### src/rtl/prog_loader_if.sv
// -----------------------------------------------------------------------------
// prog_loader_if
//   Bundles the host-side byte stream and the core-side programming bus of the
//   program loader into one interface.
//
//   Host / byte stream:
//     load_start  request to begin a load (single-cycle pulse)
//     rx_data     incoming byte
//     rx_valid    rx_data valid
//     rx_ready    loader accepts a byte this cycle
//   Core programming bus:
//     ProgMode    0 = program mode, 1 = run mode
//     Addr_Prog   instruction-memory write address (ADDR_W bits)
//     Data_Prog   instruction word to write
//     Prog_We     one-cycle write strobe
//     cpu_reset   core reset
//   Status:
//     busy, done, err
//
//   Modports:
//     master  host/core side (drives the byte stream, observes the loader)
//     slave   the loader itself
// -----------------------------------------------------------------------------
interface prog_loader_if #(
  parameter int ADDR_W = 8
);
  logic              load_start;
  logic [7:0]        rx_data;
  logic              rx_valid;
  logic              rx_ready;
  logic              ProgMode;
  logic [ADDR_W-1:0] Addr_Prog;
  logic [31:0]       Data_Prog;
  logic              Prog_We;
  logic              cpu_reset;
  logic              busy;
  logic              done;
  logic              err;

  modport master (
    output load_start,
    output rx_data,
    output rx_valid,
    input  rx_ready,
    input  ProgMode,
    input  Addr_Prog,
    input  Data_Prog,
    input  Prog_We,
    input  cpu_reset,
    input  busy,
    input  done,
    input  err
  );

  modport slave (
    input  load_start,
    input  rx_data,
    input  rx_valid,
    output rx_ready,
    output ProgMode,
    output Addr_Prog,
    output Data_Prog,
    output Prog_We,
    output cpu_reset,
    output busy,
    output done,
    output err
  );
endinterface

### src/rtl/prog_loader.sv
// -----------------------------------------------------------------------------
// prog_loader
//   Programs the MIPS instruction memory from a byte stream, then releases the
//   core into run mode through a timed reset pulse.
//
//   Stream format: one count byte N (0 means 256 words), followed by N
//   big-endian 32-bit words. Each word is written to Addr_Prog with a single
//   cycle Prog_We strobe; the address starts at 0 and wraps modulo 2^ADDR_W.
//
//   Ports:
//     clk    system clock, rising edge
//     reset  asynchronous, active-high; returns to IDLE
//     bus    prog_loader_if.slave (byte stream in, programming bus and status out)
//
//   Parameters:
//     ADDR_W      instruction-memory address width
//     RST_CYCLES  cycles cpu_reset is held high after loading (>= 1)
//
//   Optional feature (macro PROG_LOADER_CHKSUM_EN):
//     When defined, a running XOR of all data bytes is kept and one checksum
//     byte follows the last word. A match releases the core; a mismatch parks
//     the loader in ERR with the core held in program mode and reset.
//     When undefined there is no checksum state and err is tied low.
//
//   All outputs are flops loaded with the decode of the next state, so each
//   output reflects the current state without any combinational path.
// -----------------------------------------------------------------------------
module prog_loader #(
  parameter int ADDR_W     = 8,
  parameter int RST_CYCLES = 2
) (
  input  logic         clk,
  input  logic         reset,
  prog_loader_if.slave bus
);

  localparam int              RC_W    = (RST_CYCLES > 1) ? $clog2(RST_CYCLES) : 1;
  localparam logic [RC_W-1:0] RC_LAST = RC_W'(RST_CYCLES - 1);

  typedef enum logic [2:0] {
    S_IDLE     = 3'd0,
    S_GET_CNT  = 3'd1,
    S_GET_BYTE = 3'd2,
    S_WRITE    = 3'd3,
    S_RST_CPU  = 3'd4,
    S_RUN      = 3'd5
`ifdef PROG_LOADER_CHKSUM_EN
    ,
    S_CHK      = 3'd6,
    S_ERR      = 3'd7
`endif
  } state_e;

  state_e            state_q, state_d;
  logic [ADDR_W-1:0] addr_q, addr_d;
  logic [8:0]        cnt_q, cnt_d;        // words still to write, 1..256
  logic [1:0]        idx_q, idx_d;        // byte position within the word
  logic [23:0]       shift_q, shift_d;    // first three bytes of the word
  logic [31:0]       data_q, data_d;
  logic [RC_W-1:0]   rcnt_q, rcnt_d;      // cycles spent in RST_CPU
  logic              we_q, we_d;
  logic              rx_ready_q, rx_ready_d;
  logic              prog_mode_q, prog_mode_d;
  logic              cpu_reset_q, cpu_reset_d;
  logic              busy_q, busy_d;
  logic              done_q, done_d;
`ifdef PROG_LOADER_CHKSUM_EN
  logic [7:0]        chk_q, chk_d;
  logic              err_q, err_d;
`endif

  logic accept_s;

  // rx_ready_q is the registered ready for the current state, so this is the
  // exact handshake the host sees.
  assign accept_s = bus.rx_valid & rx_ready_q;

  // Next-state and datapath update logic.
  always_comb begin
    state_d = state_q;
    addr_d  = addr_q;
    cnt_d   = cnt_q;
    idx_d   = idx_q;
    shift_d = shift_q;
    data_d  = data_q;
    rcnt_d  = '0;
`ifdef PROG_LOADER_CHKSUM_EN
    chk_d   = chk_q;
`endif

    case (state_q)
      S_IDLE: begin
        if (bus.load_start) begin
          state_d = S_GET_CNT;
          addr_d  = '0;
`ifdef PROG_LOADER_CHKSUM_EN
          chk_d   = 8'd0;
`endif
        end else begin
          state_d = S_IDLE;
        end
      end

      S_GET_CNT: begin
        if (accept_s) begin
          // A count byte of zero stands for a full 256-word image.
          cnt_d   = (bus.rx_data == 8'd0) ? 9'd256 : {1'b0, bus.rx_data};
          idx_d   = 2'd0;
          state_d = S_GET_BYTE;
        end else begin
          state_d = S_GET_CNT;
        end
      end

      S_GET_BYTE: begin
        if (accept_s) begin
`ifdef PROG_LOADER_CHKSUM_EN
          chk_d = chk_q ^ bus.rx_data;
`endif
          if (idx_q == 2'd3) begin
            // Fourth byte completes the word; it is presented in WRITE.
            data_d  = {shift_q, bus.rx_data};
            idx_d   = 2'd0;
            state_d = S_WRITE;
          end else begin
            shift_d = {shift_q[15:0], bus.rx_data};
            idx_d   = idx_q + 2'd1;
          end
        end else begin
          state_d = S_GET_BYTE;
        end
      end

      S_WRITE: begin
        addr_d = addr_q + ADDR_W'(1'b1);
        cnt_d  = cnt_q - 9'd1;
        if (cnt_q == 9'd1) begin
`ifdef PROG_LOADER_CHKSUM_EN
          state_d = S_CHK;
`else
          state_d = S_RST_CPU;
`endif
        end else begin
          state_d = S_GET_BYTE;
        end
      end

`ifdef PROG_LOADER_CHKSUM_EN
      S_CHK: begin
        if (accept_s) begin
          if (bus.rx_data == chk_q) begin
            state_d = S_RST_CPU;
          end else begin
            state_d = S_ERR;
          end
        end else begin
          state_d = S_CHK;
        end
      end

      S_ERR: begin
        if (bus.load_start) begin
          state_d = S_GET_CNT;
          addr_d  = '0;
          chk_d   = 8'd0;
        end else begin
          state_d = S_ERR;
        end
      end
`endif

      S_RST_CPU: begin
        if (rcnt_q == RC_LAST) begin
          state_d = S_RUN;
        end else begin
          rcnt_d  = rcnt_q + RC_W'(1'b1);
          state_d = S_RST_CPU;
        end
      end

      S_RUN: begin
        if (bus.load_start) begin
          state_d = S_GET_CNT;
          addr_d  = '0;
`ifdef PROG_LOADER_CHKSUM_EN
          chk_d   = 8'd0;
`endif
        end else begin
          state_d = S_RUN;
        end
      end

      default: begin
        state_d = S_IDLE;
      end
    endcase
  end

  // Output decode of the state being entered; loaded into the output flops.
  always_comb begin
    we_d        = 1'b0;
    rx_ready_d  = 1'b0;
    prog_mode_d = 1'b0;
    cpu_reset_d = 1'b1;
    busy_d      = 1'b0;
    done_d      = 1'b0;
`ifdef PROG_LOADER_CHKSUM_EN
    err_d       = 1'b0;
`endif

    case (state_d)
      S_IDLE: begin
        prog_mode_d = 1'b0;
        cpu_reset_d = 1'b1;
      end
      S_GET_CNT, S_GET_BYTE: begin
        rx_ready_d = 1'b1;
        busy_d     = 1'b1;
      end
      S_WRITE: begin
        we_d   = 1'b1;
        busy_d = 1'b1;
      end
`ifdef PROG_LOADER_CHKSUM_EN
      S_CHK: begin
        rx_ready_d = 1'b1;
        busy_d     = 1'b1;
      end
      S_ERR: begin
        err_d = 1'b1;
      end
`endif
      S_RST_CPU: begin
        prog_mode_d = 1'b1;
        cpu_reset_d = 1'b1;
        busy_d      = 1'b1;
      end
      S_RUN: begin
        prog_mode_d = 1'b1;
        cpu_reset_d = 1'b0;
        done_d      = 1'b1;
      end
      default: begin
        prog_mode_d = 1'b0;
        cpu_reset_d = 1'b1;
      end
    endcase
  end

  // State, datapath and output registers.
  always_ff @(posedge clk or posedge reset) begin
    if (reset) begin
      state_q     <= S_IDLE;
      addr_q      <= '0;
      cnt_q       <= 9'd0;
      idx_q       <= 2'd0;
      shift_q     <= 24'd0;
      data_q      <= 32'd0;
      rcnt_q      <= '0;
      we_q        <= 1'b0;
      rx_ready_q  <= 1'b0;
      prog_mode_q <= 1'b0;
      cpu_reset_q <= 1'b1;
      busy_q      <= 1'b0;
      done_q      <= 1'b0;
`ifdef PROG_LOADER_CHKSUM_EN
      chk_q       <= 8'd0;
      err_q       <= 1'b0;
`endif
    end else begin
      state_q     <= state_d;
      addr_q      <= addr_d;
      cnt_q       <= cnt_d;
      idx_q       <= idx_d;
      shift_q     <= shift_d;
      data_q      <= data_d;
      rcnt_q      <= rcnt_d;
      we_q        <= we_d;
      rx_ready_q  <= rx_ready_d;
      prog_mode_q <= prog_mode_d;
      cpu_reset_q <= cpu_reset_d;
      busy_q      <= busy_d;
      done_q      <= done_d;
`ifdef PROG_LOADER_CHKSUM_EN
      chk_q       <= chk_d;
      err_q       <= err_d;
`endif
    end
  end

  assign bus.rx_ready  = rx_ready_q;
  assign bus.ProgMode  = prog_mode_q;
  assign bus.Addr_Prog = addr_q;
  assign bus.Data_Prog = data_q;
  assign bus.Prog_We   = we_q;
  assign bus.cpu_reset = cpu_reset_q;
  assign bus.busy      = busy_q;
  assign bus.done      = done_q;
`ifdef PROG_LOADER_CHKSUM_EN
  assign bus.err       = err_q;
`else
  assign bus.err       = 1'b0;
`endif

endmodule

### src/flat_wrapper.sv
// flat-port wrapper written by rule: the top's interface ports become plain ports
module prog_loader_flat 
#(
  parameter int ADDR_W     = 8,
  parameter int RST_CYCLES = 2
)
  (clk, reset, bus_load_start, bus_rx_data, bus_rx_valid, bus_rx_ready, bus_ProgMode, bus_Addr_Prog, bus_Data_Prog, bus_Prog_We, bus_cpu_reset, bus_busy, bus_done, bus_err);
  prog_loader_if #(.ADDR_W(ADDR_W)) bus_i ();
  input  logic clk;
  input  logic reset;
  input wire logic [$bits(bus_i.load_start)-1:0] bus_load_start;
  input wire logic [$bits(bus_i.rx_data)-1:0] bus_rx_data;
  input wire logic [$bits(bus_i.rx_valid)-1:0] bus_rx_valid;
  output wire logic [$bits(bus_i.rx_ready)-1:0] bus_rx_ready;
  output wire logic [$bits(bus_i.ProgMode)-1:0] bus_ProgMode;
  output wire logic [$bits(bus_i.Addr_Prog)-1:0] bus_Addr_Prog;
  output wire logic [$bits(bus_i.Data_Prog)-1:0] bus_Data_Prog;
  output wire logic [$bits(bus_i.Prog_We)-1:0] bus_Prog_We;
  output wire logic [$bits(bus_i.cpu_reset)-1:0] bus_cpu_reset;
  output wire logic [$bits(bus_i.busy)-1:0] bus_busy;
  output wire logic [$bits(bus_i.done)-1:0] bus_done;
  output wire logic [$bits(bus_i.err)-1:0] bus_err;
  assign bus_i.load_start = bus_load_start;
  assign bus_i.rx_data = bus_rx_data;
  assign bus_i.rx_valid = bus_rx_valid;
  assign bus_rx_ready = bus_i.rx_ready;
  assign bus_ProgMode = bus_i.ProgMode;
  assign bus_Addr_Prog = bus_i.Addr_Prog;
  assign bus_Data_Prog = bus_i.Data_Prog;
  assign bus_Prog_We = bus_i.Prog_We;
  assign bus_cpu_reset = bus_i.cpu_reset;
  assign bus_busy = bus_i.busy;
  assign bus_done = bus_i.done;
  assign bus_err = bus_i.err;
  prog_loader #(.ADDR_W(ADDR_W), .RST_CYCLES(RST_CYCLES)) u_core (.clk(clk), .reset(reset), .bus(bus_i));
endmodule
### config.mk
export PLATFORM = sky130hd
export DESIGN_NAME = prog_loader_flat
export DESIGN_NICKNAME = d
export VERILOG_FILES = /design/src/rtl/prog_loader_if.sv /design/src/rtl/prog_loader.sv /design/src/flat_wrapper.sv
export SDC_FILE = /design/constraint.sdc
export NUM_CORES = 1
export LEC_CHECK = 0
export BUFFER_PORTS_ARGS = -buffer_cell sky130_fd_sc_hd__buf_2
export CELL_PAD_IN_SITES_DETAIL_PLACEMENT = 1
export CELL_PAD_IN_SITES_GLOBAL_PLACEMENT = 2
export CORE_UTILIZATION = 34
export CTS_BUF_LIST = sky130_fd_sc_hd__clkbuf_4 sky130_fd_sc_hd__clkbuf_8 sky130_fd_sc_hd__clkbuf_16
export CTS_CLUSTER_SIZE = 30
export DETAILED_ROUTE_END_ITERATION = 8
export PLACE_DENSITY_LB_ADDON = 0.1
export SLEW_MARGIN = 0
export SYNTH_ARGS = -nofsm -noshare
export SYNTH_HDL_FRONTEND = slang
export SYNTH_SLANG_ARGS = --single-unit
### constraint.sdc
create_clock -name clk -period 2.7 [get_ports clk]
set_input_delay 0.54 -clock clk [delete_from_list [all_inputs] [get_ports clk]]
set_output_delay 0.54 -clock clk [all_outputs]
set_load 0.02 [all_outputs]
==> impl_metrics.xml <==
<?xml version="1.0" encoding="UTF-8"?>
<metrics>
  <group name="global_routing">
    <metric name="grt_max_degree" unit="">42</metric>
    <metric name="antenna_found_initial" unit="">0</metric>
    <metric name="grt_usage" unit="%">15.5</metric>
    <metric name="overflow" unit="">0</metric>
    <metric name="global_route_wire_length_before_repair" unit="µm">13800</metric>
    <metric name="number_of_global_route_vias_before_repair" unit="">2631</metric>
  </group>
  <group name="cts">
    <metric name="post_cts.repair.setup_buffers" unit="">0</metric>
    <metric name="clkLatencyLatePin" unit="ns">0.36</metric>
    <metric name="clockRootBuffer" unit="">sky130_fd_sc_hd__clkbuf_8</metric>
    <metric name="path_clk_slew" unit="ns">0.09</metric>
    <metric name="holdBufCountCts" unit="">0</metric>
    <metric name="cts.htree.levels" unit="">3</metric>
    <metric name="cts.path.max_buffers" unit="">2</metric>
    <metric name="cts_repair_resize_count" unit="">0</metric>
    <metric name="tritoncts" unit="">built</metric>
    <metric name="cts_buf_count" unit="">9</metric>
    <metric name="numClockSinks" unit="">85</metric>
  </group>
  <group name="run_status">
    <metric name="status" unit="">completed</metric>
  </group>
  <group name="critical_path">
    <metric name="worst_setup_path_end_kind" unit="">flip-flop</metric>
    <metric name="rrSetupSlack" unit="ns">0.60</metric>
    <metric name="crit_required" unit="ns">2.92</metric>
    <metric name="worst-endpoint-arrival" unit="ns">2.31</metric>
    <metric name="startpoint_type" unit="">flip-flop</metric>
    <metric name="worstSetupPathType" unit="">flip-flop to flip-flop</metric>
    <metric name="path_max_fanout" unit="">22</metric>
  </group>
  <group name="power">
    <metric name="pwr_density_cell" unit="nW/µm²">1200</metric>
    <metric name="power.ir.vdd_worst" unit="mV">0.413</metric>
    <metric name="totalPowerFinal" unit="µW">5330</metric>
    <metric name="total_leakage_power" unit="µW">0.00213</metric>
  </group>
  <group name="sta">
    <metric name="hold_viol_final" unit="">0</metric>
    <metric name="worstMarginPinSlew" unit="ns">0.691</metric>
    <metric name="period_share" unit="%">77.6</metric>
    <metric name="slew_viol_final" unit="">0</metric>
    <metric name="timing.slew.headroom" unit="%">53.9</metric>
    <metric name="timing.setup.tns" unit="ns">0</metric>
    <metric name="setup_repair_after_global_routing_missed_its_margin" unit="">no</metric>
    <metric name="fin_skew" unit="ns">0.00767</metric>
    <metric name="finalSetupViolCount" unit="">0</metric>
    <metric name="timing.final.crit_period" unit="ns">2.10</metric>
    <metric name="f_max" unit="GHz">0.477</metric>
  </group>
  <group name="placed_design">
    <metric name="dp_cells" unit="">483</metric>
    <metric name="detailed_place_hpwl" unit="µm">5740</metric>
    <metric name="gp_congestion" unit="">0.704</metric>
    <metric name="placement.io_buffers" unit="">57</metric>
  </group>
  <group name="logic_synthesis">
    <metric name="synth_area" unit="µm²">3800</metric>
    <metric name="post_synth.cell_area_avg" unit="µm²">12.9</metric>
    <metric name="ys_warn_count" unit="">0</metric>
    <metric name="post_synthesis_net_count" unit="">311</metric>
    <metric name="synth_top_area_share" unit="%">55.3</metric>
    <metric name="post_synth_inst_count" unit="">295</metric>
    <metric name="ys_async_sr_fraction" unit="%">100</metric>
    <metric name="synth-seq-cells" unit="">85</metric>
    <metric name="synth_area_leaders" unit="">sky130_fd_sc_hd__dfrtp_1 55%, sky130_fd_sc_hd__mux2_2 11%, sky130_fd_sc_hd__mux2_4 7.9%, sky130_fd_sc_hd__a21oi_1 2.1%, sky130_fd_sc_hd__nor2_1 1.5%</metric>
    <metric name="synth_top_flop_cell" unit="">sky130_fd_sc_hd__dfrtp_1</metric>
    <metric name="synth.largest_area_cell" unit="">sky130_fd_sc_hd__dfrtp_1</metric>
    <metric name="synthMostInstantiatedCell" unit="">sky130_fd_sc_hd__dfrtp_1</metric>
    <metric name="post_synth_most_frequent_cells" unit="">84 x sky130_fd_sc_hd__dfrtp_1, 37 x sky130_fd_sc_hd__mux2_2, 20 x sky130_fd_sc_hd__mux2_4</metric>
    <metric name="number_of_flops_mapped_to_enable_cells_by_yosys" unit="">0</metric>
    <metric name="post_synth_num_cell_types" unit="">53</metric>
    <metric name="yosysSeqAreaShare" unit="%">56.0</metric>
  </group>
  <group name="cells_and_area">
    <metric name="num-fill-cells" unit="">1173</metric>
    <metric name="nets" unit="">370</metric>
    <metric name="post-route-util" unit="%">40.9</metric>
    <metric name="antenna_cells_inserted" unit="">0</metric>
    <metric name="layout-drive-gt1-share" unit="%">40.9</metric>
    <metric name="instances_no_fill" unit="">499</metric>
    <metric name="layout-area-overhead-vs-synth" unit="%">17.2</metric>
  </group>
  <group name="floorplanning">
    <metric name="die_w" unit="µm">108</metric>
    <metric name="row_count" unit="">38</metric>
    <metric name="fp.dieArea" unit="µm²">11600</metric>
    <metric name="initial_core_util" unit="%">34.9</metric>
    <metric name="die_y" unit="µm">108</metric>
    <metric name="pin_count" unit="">59</metric>
    <metric name="core_area" unit="µm²">10900</metric>
  </group>
  <group name="route">
    <metric name="totalWireLength" unit="µm">8110</metric>
    <metric name="via_per_inst" unit="">4.99</metric>
    <metric name="route.antenna.remaining_nets" unit="">0</metric>
    <metric name="drt-pass1-iter-count" unit="">4</metric>
    <metric name="vias" unit="">2488</metric>
    <metric name="drc" unit="">0</metric>
    <metric name="drt_first_iter_violations" unit="">84</metric>
    <metric name="wire_per_inst" unit="µm">16.3</metric>
  </group>
  <group name="hold_path">
    <metric name="hold_path.class" unit="">input port to asynchronous set/reset pin</metric>
  </group>
  <group name="job">
    <metric name="timing.max_cap.violations" unit="">0</metric>
  </group>
</metrics>
==> cell families (layout without fill, tap and decap cells) <==
kind of cell / after synthesis / count (layout) / synth area share (%)
AO/OA/AOI/OAI: 46 / 46 / 7.70
XOR/XNOR: 5 / 5 / 1.15
adder cells (fa/ha/maj): 4 / 4 / 1.32
buffers and inverters: 28 / 92 / 4.15
flip-flops: 85 / 85 / 56.0
multiplexers: 58 / 58 / 19.1
other: 1 / 1 / 0.0986
AND/OR/NAND/NOR: 68 / 68 / 10.5
==> registers in the layout, indices dropped and copies added, names as in the netlist <==
signal / cells
u_core.bus.rx_ready: 1
u_core.bus.Data_Prog: 32
u_core.bus.Addr_Prog: 8
u_core.shift_q: 24
u_core.state_q: 3
u_core.bus.ProgMode: 1
u_core.bus.Prog_We: 1
u_core.cnt_q: 9
u_core.bus.busy: 1
u_core.bus.cpu_reset: 1
u_core.idx_q: 2
u_core.bus.done: 1
u_core.rcnt_q: 1
==> through the flow <==
step                      worst slack (ns)  hold WS [ns]  area, µm²
final                                0.604         0.242       4460
after CTS                            0.581         0.247       4460
after global routing                 0.424         0.283       4460
after detailed placement             0.611         0.432       4220
after global placement               0.651         0.426       4220
after floorplan                      0.893         0.409       3810
==> worst max-delay path, stage by stage (launching register included) <==
cell	delay, ns
sky130_fd_sc_hd__dfrtp_1	0.64
sky130_fd_sc_hd__or3b_2	0.57
sky130_fd_sc_hd__a221oi_2	0.38
sky130_fd_sc_hd__nand3_1	0.15
sky130_fd_sc_hd__xor2_1	0.15
sky130_fd_sc_hd__nor2_1	0.06
==> cells in the final DEF, fill, tap and decap left out, types with 2 or more instances in the layout <==
master / Yosys / routed
sky130_fd_sc_hd__dfrtp_1: 84 / 84
sky130_fd_sc_hd__buf_2: 4 / 57
sky130_fd_sc_hd__nor2_1: 15 / 15
sky130_fd_sc_hd__inv_1: 14 / 13
sky130_fd_sc_hd__a21oi_1: 16 / 16
sky130_fd_sc_hd__nand3_1: 6 / 6
sky130_fd_sc_hd__ha_1: 4 / 4
sky130_fd_sc_hd__nor2b_1: 2 / 2
sky130_fd_sc_hd__mux2_4: 20 / 20
sky130_fd_sc_hd__nor3_1: 5 / 5
sky130_fd_sc_hd__a311oi_1: 2 / 2
sky130_fd_sc_hd__xor2_1: 4 / 4
sky130_fd_sc_hd__and2_1: 2 / 2
sky130_fd_sc_hd__o21ai_0: 10 / 10
sky130_fd_sc_hd__a211oi_1: 2 / 2
sky130_fd_sc_hd__and3_1: 3 / 3
sky130_fd_sc_hd__o22ai_1: 3 / 3
sky130_fd_sc_hd__clkbuf_8: 0 / 11
sky130_fd_sc_hd__nand2b_1: 4 / 4
sky130_fd_sc_hd__buf_4: 2 / 3
sky130_fd_sc_hd__a311o_1: 2 / 2
sky130_fd_sc_hd__or4_4: 2 / 2
sky130_fd_sc_hd__a31oi_1: 3 / 3
sky130_fd_sc_hd__nor4_1: 3 / 3
sky130_fd_sc_hd__bufinv_16: 0 / 2
sky130_fd_sc_hd__nand2_2: 2 / 2
sky130_fd_sc_hd__buf_12: 2 / 2
sky130_fd_sc_hd__nand2_1: 12 / 12
sky130_fd_sc_hd__mux2_2: 37 / 37
sky130_fd_sc_hd__clkinv_4: 0 / 2
==> final cells by class <==
class | count | area [µm²] | area share (%)
clock buffer | 11 | 151 | 3.40
clock inverter | 5 | 82.6 | 1.85
timing repair buffer | 62 | 348 | 7.80
tap | 140 | 175 | 3.93
sequential | 85 | 2130 | 47.7
multi-input combinational | 182 | 1520 | 34.0
inverter | 14 | 56.3 | 1.26
==> metal layers <==
layer	track usage (%)	wire length, µm	vias up
met4	7.05	153	0
met1	21.1	3910	1274
met5	0	0	-
met2	23.9	3790	42
li1	-	-	1160
met3	2.66	263	12
==> worst paths after layout <==
path | startpoint | to | cells after the start
setup reg to reg | u_core.state_q[0] | u_core.bus.Addr_Prog[7] | 5
hold reg to reg | u_core.rcnt_q | u_core.rcnt_q | 1
min in group clk | u_core.rcnt_q | u_core.rcnt_q | 1
hold / removal | reset | u_core.idx_q[1] | 2
max in group asynchronous | reset | u_core.shift_q[16] | 4
setup / recovery | u_core.state_q[0] | u_core.bus.Addr_Prog[7] | 5
==> report_power, final <==
part / internal, µW / switching [µW]
sequential: 1820 / 439
combinational: 1010 / 1020
clock: 573 / 467
total: 3410 / 1930
Power figures use the tool's default switching activity.
